===== src/rtl/auto_play_pkg.sv =====
// Shared definitions for the auto-play jukebox: note/octave codes, ROM entry layout,
// and the mid-octave frequency table used to derive tone half-periods.
package auto_play_pkg;

  localparam int OCT_W  = 2;
  localparam int NOTE_W = 3;
  localparam int DUR_W  = 3;
  localparam int IDX_W  = 4;   // longest song is 15 notes plus end marker
  localparam int TONE_W = 24;  // low C at 100 MHz needs 19 bits; headroom for faster clocks

  localparam logic [NOTE_W-1:0] NOTE_REST = 3'd0;
  localparam logic [NOTE_W-1:0] NOTE_C    = 3'd1;
  localparam logic [NOTE_W-1:0] NOTE_D    = 3'd2;
  localparam logic [NOTE_W-1:0] NOTE_E    = 3'd3;
  localparam logic [NOTE_W-1:0] NOTE_F    = 3'd4;
  localparam logic [NOTE_W-1:0] NOTE_G    = 3'd5;
  localparam logic [NOTE_W-1:0] NOTE_A    = 3'd6;
  localparam logic [NOTE_W-1:0] NOTE_B    = 3'd7;

  localparam logic [OCT_W-1:0] OCT_LOW  = 2'd0;
  localparam logic [OCT_W-1:0] OCT_MID  = 2'd1;
  localparam logic [OCT_W-1:0] OCT_HIGH = 2'd2;

  // dur == 0 marks the end of a song
  typedef struct packed {
    logic [OCT_W-1:0]  oct;
    logic [NOTE_W-1:0] note;
    logic [DUR_W-1:0]  dur;
  } rom_entry_t;

  // Mid-octave frequencies in Hz, indexed by note code (0 = rest)
  localparam int unsigned MID_FREQ [8] = '{0, 262, 294, 330, 349, 392, 440, 494};

  function automatic int unsigned mid_half_period(input int unsigned clk_freq,
                                                  input logic [NOTE_W-1:0] n);
    return (n == NOTE_REST) ? 0 : clk_freq / (2 * MID_FREQ[n]);
  endfunction

  function automatic rom_entry_t mk(input logic [OCT_W-1:0] o, input logic [NOTE_W-1:0] n,
                                    input logic [DUR_W-1:0] d);
    rom_entry_t e;
    e.oct  = o;
    e.note = n;
    e.dur  = d;
    return e;
  endfunction

endpackage


===== src/rtl/auto_play_tone_gen.sv =====
// Square-wave generator: toggles the speaker every half_period clocks while enabled.
// Clear (or disable) forces the counter and speaker back to 0 so each note starts in phase.
module tone_gen
  import auto_play_pkg::*;
(
  input  logic              clk_i,
  input  logic              rst_i,
  input  logic              clear_i,
  input  logic              en_i,
  input  logic [TONE_W-1:0] half_period_i,
  output logic              speaker_o
);

  logic [TONE_W-1:0] cnt_q;
  logic              spk_q;

  // Count to half_period-1, then toggle and wrap; idle/cleared state is low
  always_ff @(posedge clk_i) begin
    if (rst_i || clear_i || !en_i) begin
      cnt_q <= '0;
      spk_q <= 1'b0;
    end else if (cnt_q == half_period_i - 1'b1) begin
      cnt_q <= '0;
      spk_q <= ~spk_q;
    end else begin
      cnt_q <= cnt_q + 1'b1;
    end
  end

  assign speaker_o = spk_q;

endmodule


===== src/rtl/auto_play.sv =====
// Auto-play jukebox: walks the note ROM of the selected song, holding each entry for
// dur beats, and drives a one-hot note LED plus a square-wave speaker.
module auto_play
  import auto_play_pkg::*;
#(
  parameter int unsigned CLK_FREQ    = 100_000_000,
  parameter int unsigned BEAT_CYCLES = 25_000_000
) (
  input  logic       clk,
  input  logic       rst_n,   // active-high despite the name
  input  logic [2:0] select,
  output logic [6:0] led,
  output logic       speaker
);

  localparam int BEAT_W = $clog2(7 * BEAT_CYCLES + 1);

  localparam logic [TONE_W-1:0] HP_MID [8] = '{
    TONE_W'(mid_half_period(CLK_FREQ, 3'd0)), TONE_W'(mid_half_period(CLK_FREQ, 3'd1)),
    TONE_W'(mid_half_period(CLK_FREQ, 3'd2)), TONE_W'(mid_half_period(CLK_FREQ, 3'd3)),
    TONE_W'(mid_half_period(CLK_FREQ, 3'd4)), TONE_W'(mid_half_period(CLK_FREQ, 3'd5)),
    TONE_W'(mid_half_period(CLK_FREQ, 3'd6)), TONE_W'(mid_half_period(CLK_FREQ, 3'd7))};

  function automatic logic song_valid(input logic [2:0] s);
    return (s == 3'd1) || (s == 3'd2) || (s == 3'd3);
  endfunction

  // Hard-wired songs; anything past the last note (or an invalid song) reads as end-of-song
  function automatic rom_entry_t song_rom(input logic [2:0] song, input logic [IDX_W-1:0] idx);
    rom_entry_t e;
    e = '0;
    case (song)
      3'd1: case (idx)  // Twinkle
        4'd0:  e = mk(OCT_MID, NOTE_C, 3'd1);
        4'd1:  e = mk(OCT_MID, NOTE_C, 3'd1);
        4'd2:  e = mk(OCT_MID, NOTE_G, 3'd1);
        4'd3:  e = mk(OCT_MID, NOTE_G, 3'd1);
        4'd4:  e = mk(OCT_MID, NOTE_A, 3'd1);
        4'd5:  e = mk(OCT_MID, NOTE_A, 3'd1);
        4'd6:  e = mk(OCT_MID, NOTE_G, 3'd2);
        4'd7:  e = mk(OCT_MID, NOTE_F, 3'd1);
        4'd8:  e = mk(OCT_MID, NOTE_F, 3'd1);
        4'd9:  e = mk(OCT_MID, NOTE_E, 3'd1);
        4'd10: e = mk(OCT_MID, NOTE_E, 3'd1);
        4'd11: e = mk(OCT_MID, NOTE_D, 3'd1);
        4'd12: e = mk(OCT_MID, NOTE_D, 3'd1);
        4'd13: e = mk(OCT_MID, NOTE_C, 3'd2);
        default: e = '0;
      endcase
      3'd2: case (idx)  // Ode to Joy
        4'd0:  e = mk(OCT_MID, NOTE_E, 3'd1);
        4'd1:  e = mk(OCT_MID, NOTE_E, 3'd1);
        4'd2:  e = mk(OCT_MID, NOTE_F, 3'd1);
        4'd3:  e = mk(OCT_MID, NOTE_G, 3'd1);
        4'd4:  e = mk(OCT_MID, NOTE_G, 3'd1);
        4'd5:  e = mk(OCT_MID, NOTE_F, 3'd1);
        4'd6:  e = mk(OCT_MID, NOTE_E, 3'd1);
        4'd7:  e = mk(OCT_MID, NOTE_D, 3'd1);
        4'd8:  e = mk(OCT_MID, NOTE_C, 3'd1);
        4'd9:  e = mk(OCT_MID, NOTE_C, 3'd1);
        4'd10: e = mk(OCT_MID, NOTE_D, 3'd1);
        4'd11: e = mk(OCT_MID, NOTE_E, 3'd1);
        4'd12: e = mk(OCT_MID, NOTE_E, 3'd1);
        4'd13: e = mk(OCT_MID, NOTE_D, 3'd1);
        4'd14: e = mk(OCT_MID, NOTE_D, 3'd2);
        default: e = '0;
      endcase
      3'd3: case (idx)  // scale
        4'd0:  e = mk(OCT_MID,  NOTE_C, 3'd1);
        4'd1:  e = mk(OCT_MID,  NOTE_D, 3'd1);
        4'd2:  e = mk(OCT_MID,  NOTE_E, 3'd1);
        4'd3:  e = mk(OCT_MID,  NOTE_F, 3'd1);
        4'd4:  e = mk(OCT_MID,  NOTE_G, 3'd1);
        4'd5:  e = mk(OCT_MID,  NOTE_A, 3'd1);
        4'd6:  e = mk(OCT_MID,  NOTE_B, 3'd1);
        4'd7:  e = mk(OCT_HIGH, NOTE_C, 3'd2);
        default: e = '0;
      endcase
      default: e = '0;
    endcase
    return e;
  endfunction

  logic [2:0]        sel_q;
  logic              run_q;
  logic [IDX_W-1:0]  idx_q, idx_d, look_idx;
  logic [BEAT_W-1:0] beat_q, beat_d, beat_last;
  rom_entry_t        cur_q, cur_d, look_e;
  logic [6:0]        led_q, led_d;
  logic              restart, advance, wrap, entry_chg;
  logic [TONE_W-1:0] hp_base, hp;

  // Sequencer: restart on reset release / select change / invalid song, else count beats
  // and step to the next entry, wrapping to entry 0 in the same cycle at the end marker
  always_comb begin
    restart   = !run_q || (select != sel_q) || !song_valid(select);
    beat_last = BEAT_W'(cur_q.dur) * BEAT_W'(BEAT_CYCLES) - BEAT_W'(1);
    advance   = !restart && (beat_q == beat_last);
    look_idx  = restart ? '0 : (advance ? idx_q + 1'b1 : idx_q);
    look_e    = song_rom(select, look_idx);
    wrap      = (look_e.dur == '0);
    idx_d     = wrap ? '0 : look_idx;
    cur_d     = wrap ? song_rom(select, '0) : look_e;
    beat_d    = (restart || advance) ? '0 : beat_q + 1'b1;
    entry_chg = restart || advance;
    led_d     = (cur_d.note == NOTE_REST) ? 7'd0 : (7'd1 << (cur_d.note - 3'd1));
  end

  // Player state and registered LED; select is sampled every cycle, reset included
  always_ff @(posedge clk) begin
    sel_q <= select;
    if (rst_n) begin
      run_q  <= 1'b0;
      idx_q  <= '0;
      beat_q <= '0;
      cur_q  <= '0;
      led_q  <= '0;
    end else begin
      run_q  <= 1'b1;
      idx_q  <= idx_d;
      beat_q <= beat_d;
      cur_q  <= cur_d;
      led_q  <= led_d;
    end
  end

  // Half-period for the current note, scaled by octave
  always_comb begin
    hp_base = HP_MID[cur_q.note];
    case (cur_q.oct)
      OCT_LOW:  hp = hp_base << 1;
      OCT_HIGH: hp = hp_base >> 1;
      default:  hp = hp_base;
    endcase
  end

  tone_gen u_tone (
    .clk_i         (clk),
    .rst_i         (rst_n),
    .clear_i       (entry_chg),
    .en_i          (cur_q.note != NOTE_REST),
    .half_period_i (hp),
    .speaker_o     (speaker)
  );

  assign led = led_q;

endmodule


===== config.mk =====
export PLATFORM = sky130hd
export DESIGN_NAME = auto_play
export DESIGN_NICKNAME = d
export VERILOG_FILES = /design/src/rtl/auto_play_pkg.sv /design/src/rtl/auto_play_tone_gen.sv /design/src/rtl/auto_play.sv
export SDC_FILE = /design/constraint.sdc
export NUM_CORES = 1
export LEC_CHECK = 0
export BUFFER_PORTS_ARGS = -buffer_cell sky130_fd_sc_hd__buf_2
export CAP_MARGIN = 20
export CORE_MARGIN = 3
export CORE_UTILIZATION = 55
export DETAILED_ROUTE_END_ITERATION = 7
export PLACE_DENSITY_LB_ADDON = 0.05
export SYNTH_ARGS = -nofsm -noshare
export SYNTH_HDL_FRONTEND = slang
export SYNTH_SLANG_ARGS = --single-unit

===== constraint.sdc =====
create_clock -name clk -period 12.4 [get_ports clk]
set_clock_uncertainty 0.05 [all_clocks]
set_input_delay 0.62 -clock clk [delete_from_list [all_inputs] [get_ports clk]]
set_output_delay 0.62 -clock clk [all_outputs]
set_load 0.1 [all_outputs]

==> out/results.tsv, run 1 <==
metric	value	unit
slew-limit-headroom	0.279	
fin_util	0.591	
std_cell_rows	37	
max_slew.worst_pin.slew	1.08	ns
most_common_library_cell_in_the_layout_ignoring_fill_and_taps	sky130_fd_sc_hd__dfxtp_1	
p_per_area	88.1	nW/µm²
ys_types	86	
final_cells	857	
grt_first_pass_wirelength	23400	µm
final_min_period_over_clock_period	0.465	
die_area	12000	µm²
cp_cell_sequence	inv_1 > ha_1 > or4_1 > a2111oi_2 > nand2_1 > mux2_2 > nand2_1 > inv_1 > ha_1 > inv_1 > a211oi_1 > o32ai_1 > a2111o_1 > a21o_1 > and2_1 > ha_1 > ha_1 > nand2b_1 > nor3b_1 > and2_1 > a31o_2	
global_route.usage.met3	0.0482	
rd_place_congestion	0.982	
fin_area	6130	µm²
yosys.area.top_type_share	0.255	
maximum_number_of_pins_on_one_net_before_global_route_repair	39	
worstSkewPairLatency	0.37	ns
initial_core_utilization	0.567	
status	completed	
hold-path-cell-count	1	
synthesis.area	5880	µm²
crit_arrival	6.04	ns
synth.avg_cell_area	8.16	µm²
numCtsBuffers	9	
placement.io_buffers	12	
crit_buf_inv	3	
finalHoldViolations	0	
synthCells	720	
clockRootBuffer	sky130_fd_sc_hd__clkbuf_8	
detail_route.wirelength	14400	µm
routedWlPerCell	16.7	µm
remaining_drc_errors	0	
yosys-top-cells-area	sky130_fd_sc_hd__dfxtp_1 (26%), sky130_fd_sc_hd__ha_1 (5.7%), sky130_fd_sc_hd__xnor2_1 (5.7%)	
dpl_cell_area	5930	µm²
grt_use_met2	0.418	
layout-drive-gt1-share	0.126	
setup_ws	6.63	ns
synth_seq_area_share	0.255	
postSynthNetCount	752	
synthDominantAreaCellType	sky130_fd_sc_hd__dfxtp_1	
critPathCaptureType	register	
clock_path_buffers	2	
clock_sinks	75	
die_w	109	µm
grt_setup_unrepaired	false	
cp.depth	21	
die_height	109	µm
htreeDepth	3	
synthArstFlopShare	0	
worst-r2r-cell-count	21	
gr-usage-all-layers	0.247	
dr_total_vias	5269	
numPlacedInstances	841	
total_leakage_power	0.00208	µW
critical_path.startpoint_type	register	
setup_viol	0	
crit_top_cell	sky130_fd_sc_hd__ha_1	
area_growth	4.36	%
ys_warn_count	0	
io-pin-count	13	
antenna_found_initial	0	
fillerInstances	978	
synth-edff-count	0	
drt_first_pass_iters	5	
global_route.peak_usage_layer	met2	
drv.max_cap_violation_count	0	
first_global_vias	4821	
critPathKind	reg -> reg	
largest_driver_fanout_on_the_critical_path	11	
vdd_ir_drop_max	0.0000877	V
hold_buffers	0	
avgViaCountPerCell	6.15	
hold_class	in -> reg	
maxSlewViolCount	0	
postSynth.topFlopCell	sky130_fd_sc_hd__dfxtp_1	
cts_resized	0	
antenna_cells_inserted	0	
final_period_minus_worst_setup_slack	5.77	ns
timing.critical_path.required	12.66	ns
half_perimeter_wire_length_after_placement	10800	µm
fin_nets	748	
tritoncts	yes	
path_delay_family	simple AND/OR/NAND/NOR gates	
crit_path_top_delay_cell	sky130_fd_sc_hd__or4_1	
post_cts.repair.setup_buffers	0	
place_ws	6.72	ns
globalRouteMet1Util	0.307	
timing.fmax	173	MHz
placeable_core_area	10400	µm²
drt_iter0_drc	361	
grt-ovfl-total	0	
commonest_non_fill_non_tap_cells_in_the_layout	sky130_fd_sc_hd__dfxtp_1 (75), sky130_fd_sc_hd__nor2_1 (72), sky130_fd_sc_hd__nand2_1 (50), sky130_fd_sc_hd__xnor2_1 (38), sky130_fd_sc_hd__nand3_1 (36)	
worst_setup_hold_path_clk_slew	0.08	ns
setup_tns	0	ns
antenna_violating_nets_post_route	0	
critPathMaxStageDelay	0.59	ns
ys_seq_elements	75	
## where the power goes
part,switching [µW],internal (µW)
combinational,59.7,37.8
sequential,3.81,242
clock,97.3,99.2
## layer usage
layer,vias to the layer above,part of all wire
met1,2501,0.44
met3,29,0.036
met4,0,0.027
li1,2620,-
met5,-,0
met2,119,0.50
## synthesized netlist by cell type (5+ instances only)
cell	n
sky130_fd_sc_hd__xor2_1	30
sky130_fd_sc_hd__inv_1	25
sky130_fd_sc_hd__xnor2_1	38
sky130_fd_sc_hd__a21o_1	5
sky130_fd_sc_hd__clkbuf_1	13
sky130_fd_sc_hd__nor3_1	19
sky130_fd_sc_hd__a211oi_1	6
sky130_fd_sc_hd__or3_1	7
sky130_fd_sc_hd__nor3b_1	5
sky130_fd_sc_hd__o31ai_1	6
sky130_fd_sc_hd__and3_1	18
sky130_fd_sc_hd__nand2b_1	18
sky130_fd_sc_hd__o21ai_0	19
sky130_fd_sc_hd__nand4_1	7
sky130_fd_sc_hd__buf_6	10
sky130_fd_sc_hd__nor2b_1	14
sky130_fd_sc_hd__dfxtp_1	75
sky130_fd_sc_hd__ha_1	27
sky130_fd_sc_hd__nor3_2	22
sky130_fd_sc_hd__nand3_1	36
sky130_fd_sc_hd__buf_2	5
sky130_fd_sc_hd__o211ai_1	9
sky130_fd_sc_hd__or4_1	5
sky130_fd_sc_hd__a2111oi_0	5
sky130_fd_sc_hd__nand2_1	50
sky130_fd_sc_hd__nor4_1	11
sky130_fd_sc_hd__mux2i_1	7
sky130_fd_sc_hd__nor2_1	72
sky130_fd_sc_hd__o22ai_1	6
sky130_fd_sc_hd__or2_2	10
sky130_fd_sc_hd__nand3b_1	6
sky130_fd_sc_hd__and2_1	6
sky130_fd_sc_hd__a31oi_1	7
sky130_fd_sc_hd__a21oi_1	29
## final timing paths
kind / endpoint / start / slack [ns]
max: led[3]$_SDFF_PP0_ / cur_q[0]$_SDFF_PP0_ / 6.63
min reg2reg: beat_q[0]$_SDFF_PP0_ / beat_q[0]$_SDFF_PP0_ / 0.41
max reg2reg: led[3]$_SDFF_PP0_ / cur_q[0]$_SDFF_PP0_ / 6.63
min: sel_q[2]$_DFF_P_ / select[2] / 0.36
## metrics by stage
stage / hold WS (ns) / power (µW)
after floorplan: 0.368 / 329
after global placement: 0.381 / 346
after detailed placement: 0.400 / 347
after CTS: 0.340 / 546
after global routing: 0.352 / 566
final: 0.357 / 540
## area by class of cell
cell class	instances	area, µm²	share of cell area
well taps	136	170	0.0277
repair buffers	16	90.1	0.0147
clock buffers	11	141	0.0231
inverters	26	97.6	0.0159
multi-input cells	588	4070	0.664
clock inverters	5	60.1	0.00979
flip-flops and latches	75	1500	0.245
## registers in the layout, summed over array words and instances, names as in the netlist
| name | count |
|---|---|
| led | 7 |
| u_tone.speaker_o | 1 |
| u_tone.cnt_q | 24 |
| run_q | 1 |
| beat_q | 28 |
| sel_q | 3 |
| idx_q | 4 |
| cur_q | 7 |
## kinds of logic after synthesis
logic type	share of synthesized area
and+or+nand+nor	0.329
AOI/OAI and AO/OA	0.183
DFF	0.255
xor gates and xnor gates	0.101
buffers and inverters	0.0515
adders and majority gates	0.0575
muxes	0.0221
No activity file was read; power rests on OpenSTA's default activity.
==> run 2: changes to the inputs <==
==> constraint.sdc (replaced) <==
create_clock -name clk -period 5 [get_ports clk]
set_clock_uncertainty 0.05 [all_clocks]
set_input_delay 0.25 -clock clk [delete_from_list [all_inputs] [get_ports clk]]
set_output_delay 0.25 -clock clk [all_outputs]
set_load 0.1 [all_outputs]
==> out/results.tsv, run 2 (same netlist as run 1, synthesis figures left out) <==
metric	value	unit
status	completed	
initial_core_utilization	0.567	
gr-usage-all-layers	0.256	
setup_viol	0	
avgViaCountPerCell	6.02	
antenna_violating_nets_post_route	0	
antenna_cells_inserted	0	
vdd_ir_drop_max	0.000178	V
first_global_vias	5083	
pwr-share-seq	0.464	
grt-ovfl-total	0	
netSwitchingFraction	0.311	
placement.io_buffers	12	
final_min_period_over_clock_period	0.956	
antenna_found_initial	0	
multi_input_comb_area	4150	µm²
intPower	901	µW
largest_register_ff_count	28	
numCtsBuffers	9	
share_comb_of_total_power	0.196	
most_common_library_cell_in_the_layout_ignoring_fill_and_taps	sky130_fd_sc_hd__dfxtp_1	
commonest_non_fill_non_tap_cells_in_the_layout	sky130_fd_sc_hd__dfxtp_1 (73), sky130_fd_sc_hd__nor2_1 (72), sky130_fd_sc_hd__nand2_1 (49), sky130_fd_sc_hd__xnor2_1 (38), sky130_fd_sc_hd__nand3_1 (36)	
total_leakage_power	0.00218	µW
rd_place_congestion	0.952	
min-delay-start	select[1]	
critPathKind	reg -> reg	
setup_tns	0	ns
grt_setup_unrepaired	false	
switchingPower	407	µW
fin_nets	768	
tritoncts	yes	
routedWlPerCell	16.7	µm
dr_total_vias	5276	
placeable_core_area	10400	µm²
layout.area.seq	1500	µm²
die_w	109	µm
area_growth	8.01	%
critical_path.startpoint_type	register	
io-pin-count	13	
die_height	109	µm
max_slew.worst_pin.slew	0.913	ns
power_frac_clock	0.340	
critPathMaxStageDelay	0.57	ns
layout_top_registers	beat_q: 28 flops, u_tone.cnt_q: 24 flops	
p_per_area	206	nW/µm²
grt_first_pass_wirelength	24500	µm
critPathCaptureType	register	
timing.fmax	209	MHz
worst-r2r-cell-count	20	
worst_setup_hold_path_clk_slew	0.08	ns
crit_arrival	5.04	ns
finalHoldViolations	0	
die_area	12000	µm²
drv.max_cap_violation_count	0	
maxSlewViolCount	0	
largest-register	beat_q	
clockRootBuffer	sky130_fd_sc_hd__clkbuf_8	
timing.critical_path.required	5.26	ns
clock_path_buffers	2	
layout-drive-gt1-share	0.167	
largest_driver_fanout_on_the_critical_path	9	
maximum_number_of_pins_on_one_net_before_global_route_repair	28	
slew-limit-headroom	0.390	
detail_route.wirelength	14600	µm
worstSkewPairLatency	0.38	ns
drt_iter0_drc	330	
cp_cell_sequence	inv_1 > ha_2 > or4_4 > a2111oi_4 > nand2_2 > xor2_1 > nand2b_4 > inv_1 > buf_4 > ha_1 > o31a_1 > a2111o_1 > a21o_1 > and2_1 > ha_1 > ha_4 > nand2b_1 > nor3b_2 > and2_1 > a31o_2	
rr_startpoint	cur_q[1]$_SDFF_PP0_	
timing.hold.worst_endpoint	sel_q[1]$_DFF_P_	
half_perimeter_wire_length_after_placement	10900	µm
drt_first_pass_iters	5	
hold_class	in -> reg	
fillerInstances	930	
hold-path-cell-count	1	
regToRegSetupSlack	0.22	ns
std_cell_rows	37	
clock_sinks	75	
crit_path_top_delay_cell	sky130_fd_sc_hd__or4_4	
final_period_minus_worst_setup_slack	4.78	ns
fin_area	6350	µm²
critical_path.reg2reg.endpoint	led[3]$_SDFF_PP0_	
dpl_cell_area	6050	µm²
remaining_drc_errors	0	
htreeDepth	3	
==> run 2: changes by cell type in the layout (fill, tap and decap cells not counted), moves of 2 or more <==
cell                        delta
sky130_fd_sc_hd__a2111oi_4     +2
sky130_fd_sc_hd__buf_4        +19
sky130_fd_sc_hd__dfxtp_1       -2
sky130_fd_sc_hd__dfxtp_2       +2
sky130_fd_sc_hd__ha_1          -3
sky130_fd_sc_hd__ha_2          +2
==> run 2: critical path, delay by kind of cell (launching register included) <==
kind | cells | cell delay, ns
and+or+nand+nor | 7 | 1.52
adders and majority gates | 4 | 0.98
DFF | 1 | 0.35
buffers and inverters | 3 | 0.26
xor gates and xnor gates | 1 | 0.15
AOI/OAI and AO/OA | 5 | 1.44
==> run 2: layer usage <==
layer | wire, µm | track usage | vias to the layer above | part of all wire
li1 | - | - | 2656 | -
met1 | 6540 | 0.330 | 2485 | 0.45
met2 | 7190 | 0.422 | 98 | 0.49
met3 | 435 | 0.0482 | 37 | 0.030
met4 | 475 | 0.103 | 0 | 0.032
met5 | 0 | 0 | - | 0
==> run 2: final cells by class <==
type / count / area share
multi-input cells: 588 / 0.653
flip-flops and latches: 75 / 0.237
repair buffers: 36 / 0.0382
well taps: 136 / 0.0268
clock buffers: 10 / 0.0217
inverters: 26 / 0.0154
clock inverters: 6 / 0.00749
==> run 2: worst max path at each step <==
| stage | slack (ns) | depth (start not counted) | from | end |
|---|---|---|---|---|
| finish | 0.22 | 20 | cur_q[1]$_SDFF_PP0_ | led[3]$_SDFF_PP0_ |
| global placement | 0.1 | 20 | cur_q[1]$_SDFF_PP0_ | led[3]$_SDFF_PP0_ |
| detailed placement | -0.17 | 22 | cur_q[1]$_SDFF_PP0_ | led[3]$_SDFF_PP0_ |
| CTS | 0.005 | 21 | cur_q[1]$_SDFF_PP0_ | led[3]$_SDFF_PP0_ |
| global route | 0.009 | 20 | cur_q[1]$_SDFF_PP0_ | led[3]$_SDFF_PP0_ |
| floorplan | 0.001 | 22 | cur_q[0]$_SDFF_PP0_ | led[3]$_SDFF_PP0_ |
==> run 2: stage by stage <==
step | total power, µW | std cells | worst slack [ns] | util | hold WS, ns
after detailed placement | 864 | 854 | -0.168 | 0.583 | 0.367
after global routing | 1370 | 877 | 0.00868 | 0.612 | 0.0500
after global placement | 862 | 854 | 0.0989 | 0.583 | 0.367
final | 1310 | 877 | 0.218 | 0.612 | 0.0544
after CTS | 1310 | 873 | 0.00542 | 0.605 | 0.0438
after floorplan | 817 | 720 | 0.00109 | - | 0.228
==> run 2: power by group through the flow <==
stage          Clock, µW  Sequential [µW]  Combinational (µW)
6_report             446              607                 256
5_1_grt              483              608                 280
4_1_cts              459              607                 247
3_5_place_dp           0              621                 243
3_3_place_gp           0              621                 241
2_1_floorplan          0              626                 191
==> run 2: timing repair <==
action | in CTS | in global routing
pin swaps | 2 | 7
setup buffers | 2 | 4
setup endpoints to repair | 1 | 5
hold buffers | 1 | 0
endpoints found under the hold margin | 1 | 0
gates resized for setup | 3 | 9
==> run 3: changes to the inputs <==
--- a/config.mk
+++ b/config.mk
@@ -8,7 +8,7 @@
 export BUFFER_PORTS_ARGS = -buffer_cell sky130_fd_sc_hd__buf_2
 export CAP_MARGIN = 20
 export CORE_MARGIN = 3
-export CORE_UTILIZATION = 55
+export CORE_UTILIZATION = 45
 export DETAILED_ROUTE_END_ITERATION = 7
 export PLACE_DENSITY_LB_ADDON = 0.05
 export SYNTH_ARGS = -nofsm -noshare
==> out/results.tsv, run 3 (same netlist as run 1, synthesis figures left out) <==
metric	value	unit
status	completed	
met3WireLength	478	µm
final_period_minus_worst_setup_slack	4.75	ns
tritoncts	yes	
hold-path-cell-count	1	
die_height	120	µm
clock_sinks	75	
final_min_period_over_clock_period	0.951	
hold_class	in -> reg	
std_cell_rows	41	
rd_place_congestion	0.961	
htreeDepth	3	
most_common_library_cell_in_the_layout_ignoring_fill_and_taps	sky130_fd_sc_hd__dfxtp_1	
hold_buffers	0	
multi_input_comb_area	4150	µm²
grt-ovfl-total	0	
max_slew.worst_pin.slew	0.889	ns
maxSlewViolCount	0	
critical_path.startpoint_type	register	
timing.fmax	210	MHz
avgViaCountPerCell	5.78	
timing.critical_path.required	5.24	ns
cp-startpoint	cur_q[1]$_SDFF_PP0_	
critPathKind	reg -> reg	
antenna_cells_inserted	0	
worst_setup_hold_path_clk_slew	0.06	ns
layout.area.seq	1500	µm²
die_area	14500	µm²
numCtsBuffers	9	
crit_path_top_delay_cell	sky130_fd_sc_hd__a2111o_1	
total_leakage_power	0.00222	µW
placement.io_buffers	12	
placeable_core_area	12700	µm²
rr_startpoint	cur_q[1]$_SDFF_PP0_	
detail_route.wirelength	15400	µm
highest_layer	met4	
min-delay-start	select[2]	
routedWlPerCell	16.9	µm
io-pin-count	13	
vdd_ir_drop_max	0.000163	V
drt_first_pass_iters	6	
fin_hold_ws	0.0211	ns
finalHoldViolations	0	
layout-drive-gt1-share	0.168	
maximum_number_of_pins_on_one_net_before_global_route_repair	30	
cp_cell_sequence	inv_1 > ha_1 > or3b_4 > a2111oi_2 > and4b_1 > nand2_2 > mux2_2 > nand2_1 > inv_2 > ha_2 > inv_1 > a211oi_2 > o32ai_2 > a2111o_1 > a21o_1 > and2_1 > ha_1 > ha_4 > nand2b_4 > nor3b_4 > and2_1 > a31o_2	
drv.max_cap_violation_count	0	
largest-register	beat_q	
grt_first_pass_wirelength	24900	µm
p_per_area	228	nW/µm²
antenna_found_initial	0	
drt_iter0_drc	349	
antenna_violating_nets_post_route	0	
remaining_drc_errors	0	
fin_nets	767	
cp.depth	22	
area_growth	10.4	%
fillerInstances	1242	
dr_wl_met2	7550	µm
commonest_non_fill_non_tap_cells_in_the_layout	sky130_fd_sc_hd__dfxtp_1 (73), sky130_fd_sc_hd__nor2_1 (72), sky130_fd_sc_hd__nand2_1 (49), sky130_fd_sc_hd__xnor2_1 (38), sky130_fd_sc_hd__nand3_1 (36)	
slew-limit-headroom	0.406	
numPlacedInstances	893	
initial_core_utilization	0.464	
gr-usage-all-layers	0.216	
first_global_vias	4917	
half_perimeter_wire_length_after_placement	11600	µm
met1_length	6870	µm
critPathMaxStageDelay	0.45	ns
clockRootBuffer	sky130_fd_sc_hd__clkbuf_16	
worst-r2r-cell-count	22	
largest_register_ff_count	28	
critPathCaptureType	register	
crit_arrival	4.99	ns
crit_buf_inv	3	
path_delay_family	compound AO/OA/AOI/OAI gates	
clock_path_buffers	2	
setup_viol	0	
die_w	120	µm
final_cells	912	
worstSkewPairLatency	0.35	ns
dr_total_vias	5273	
largest_driver_fanout_on_the_critical_path	4	
layout_top_registers	beat_q: 28 flops, u_tone.cnt_q: 24 flops	
-- run 3: worst paths after layout --
check	to	slack (ns)
setup / recovery	led[3]$_SDFF_PP0_	0.25
hold / removal	sel_q[2]$_DFF_P_	0.02
setup reg to reg	led[3]$_SDFF_PP0_	0.25
hold reg to reg	beat_q[0]$_SDFF_PP0_	0.40
-- run 3: layout make-up --
type | instances | share of cell area
clock buffers | 10 | 0.0353
clock inverters | 6 | 0.00752
inverters | 26 | 0.0150
multi-input cells | 588 | 0.639
flip-flops and latches | 75 | 0.232
well taps | 172 | 0.0332
repair buffers | 35 | 0.0378
-- run 3: power breakdown --
group          leakage, µW  internal, µW  total [µW]  switching [µW]
sequential        0.000607           602         607            4.54
clock             0.000126           340         613             273
combinational      0.00148           102         259             158
-- run 3: through the flow --
| stage | setup TNS (ns) | power [µW] | utilization | setup slack, ns | cell area (µm²) |
|---|---|---|---|---|---|
| floorplan | 0 | 817 | - | 0.00109 | 5900 |
| global placement | 0 | 867 | 0.484 | 0.0586 | 6130 |
| detailed placement | -0.0500 | 868 | 0.484 | -0.0500 | 6130 |
| CTS | 0 | 1490 | 0.507 | 0.0134 | 6420 |
| global route | -0.0376 | 1550 | 0.512 | -0.0376 | 6490 |
| finish | 0 | 1480 | 0.512 | 0.247 | 6490 |
-- run 3: layer usage --
metal | vias up | global-route usage
li1 | 2663 | -
met5 | - | 0
met2 | 87 | 0.370
met3 | 34 | 0.0407
met4 | 0 | 0.0885
met1 | 2489 | 0.268
-- run 3: repair_timing --
action	CTS	global route
setup endpoints to repair	1	1
hold endpoints to repair	0	0
setup buffers	1	2
pin swaps	1	5
gates resized for setup	1	13
gates cloned	0	0
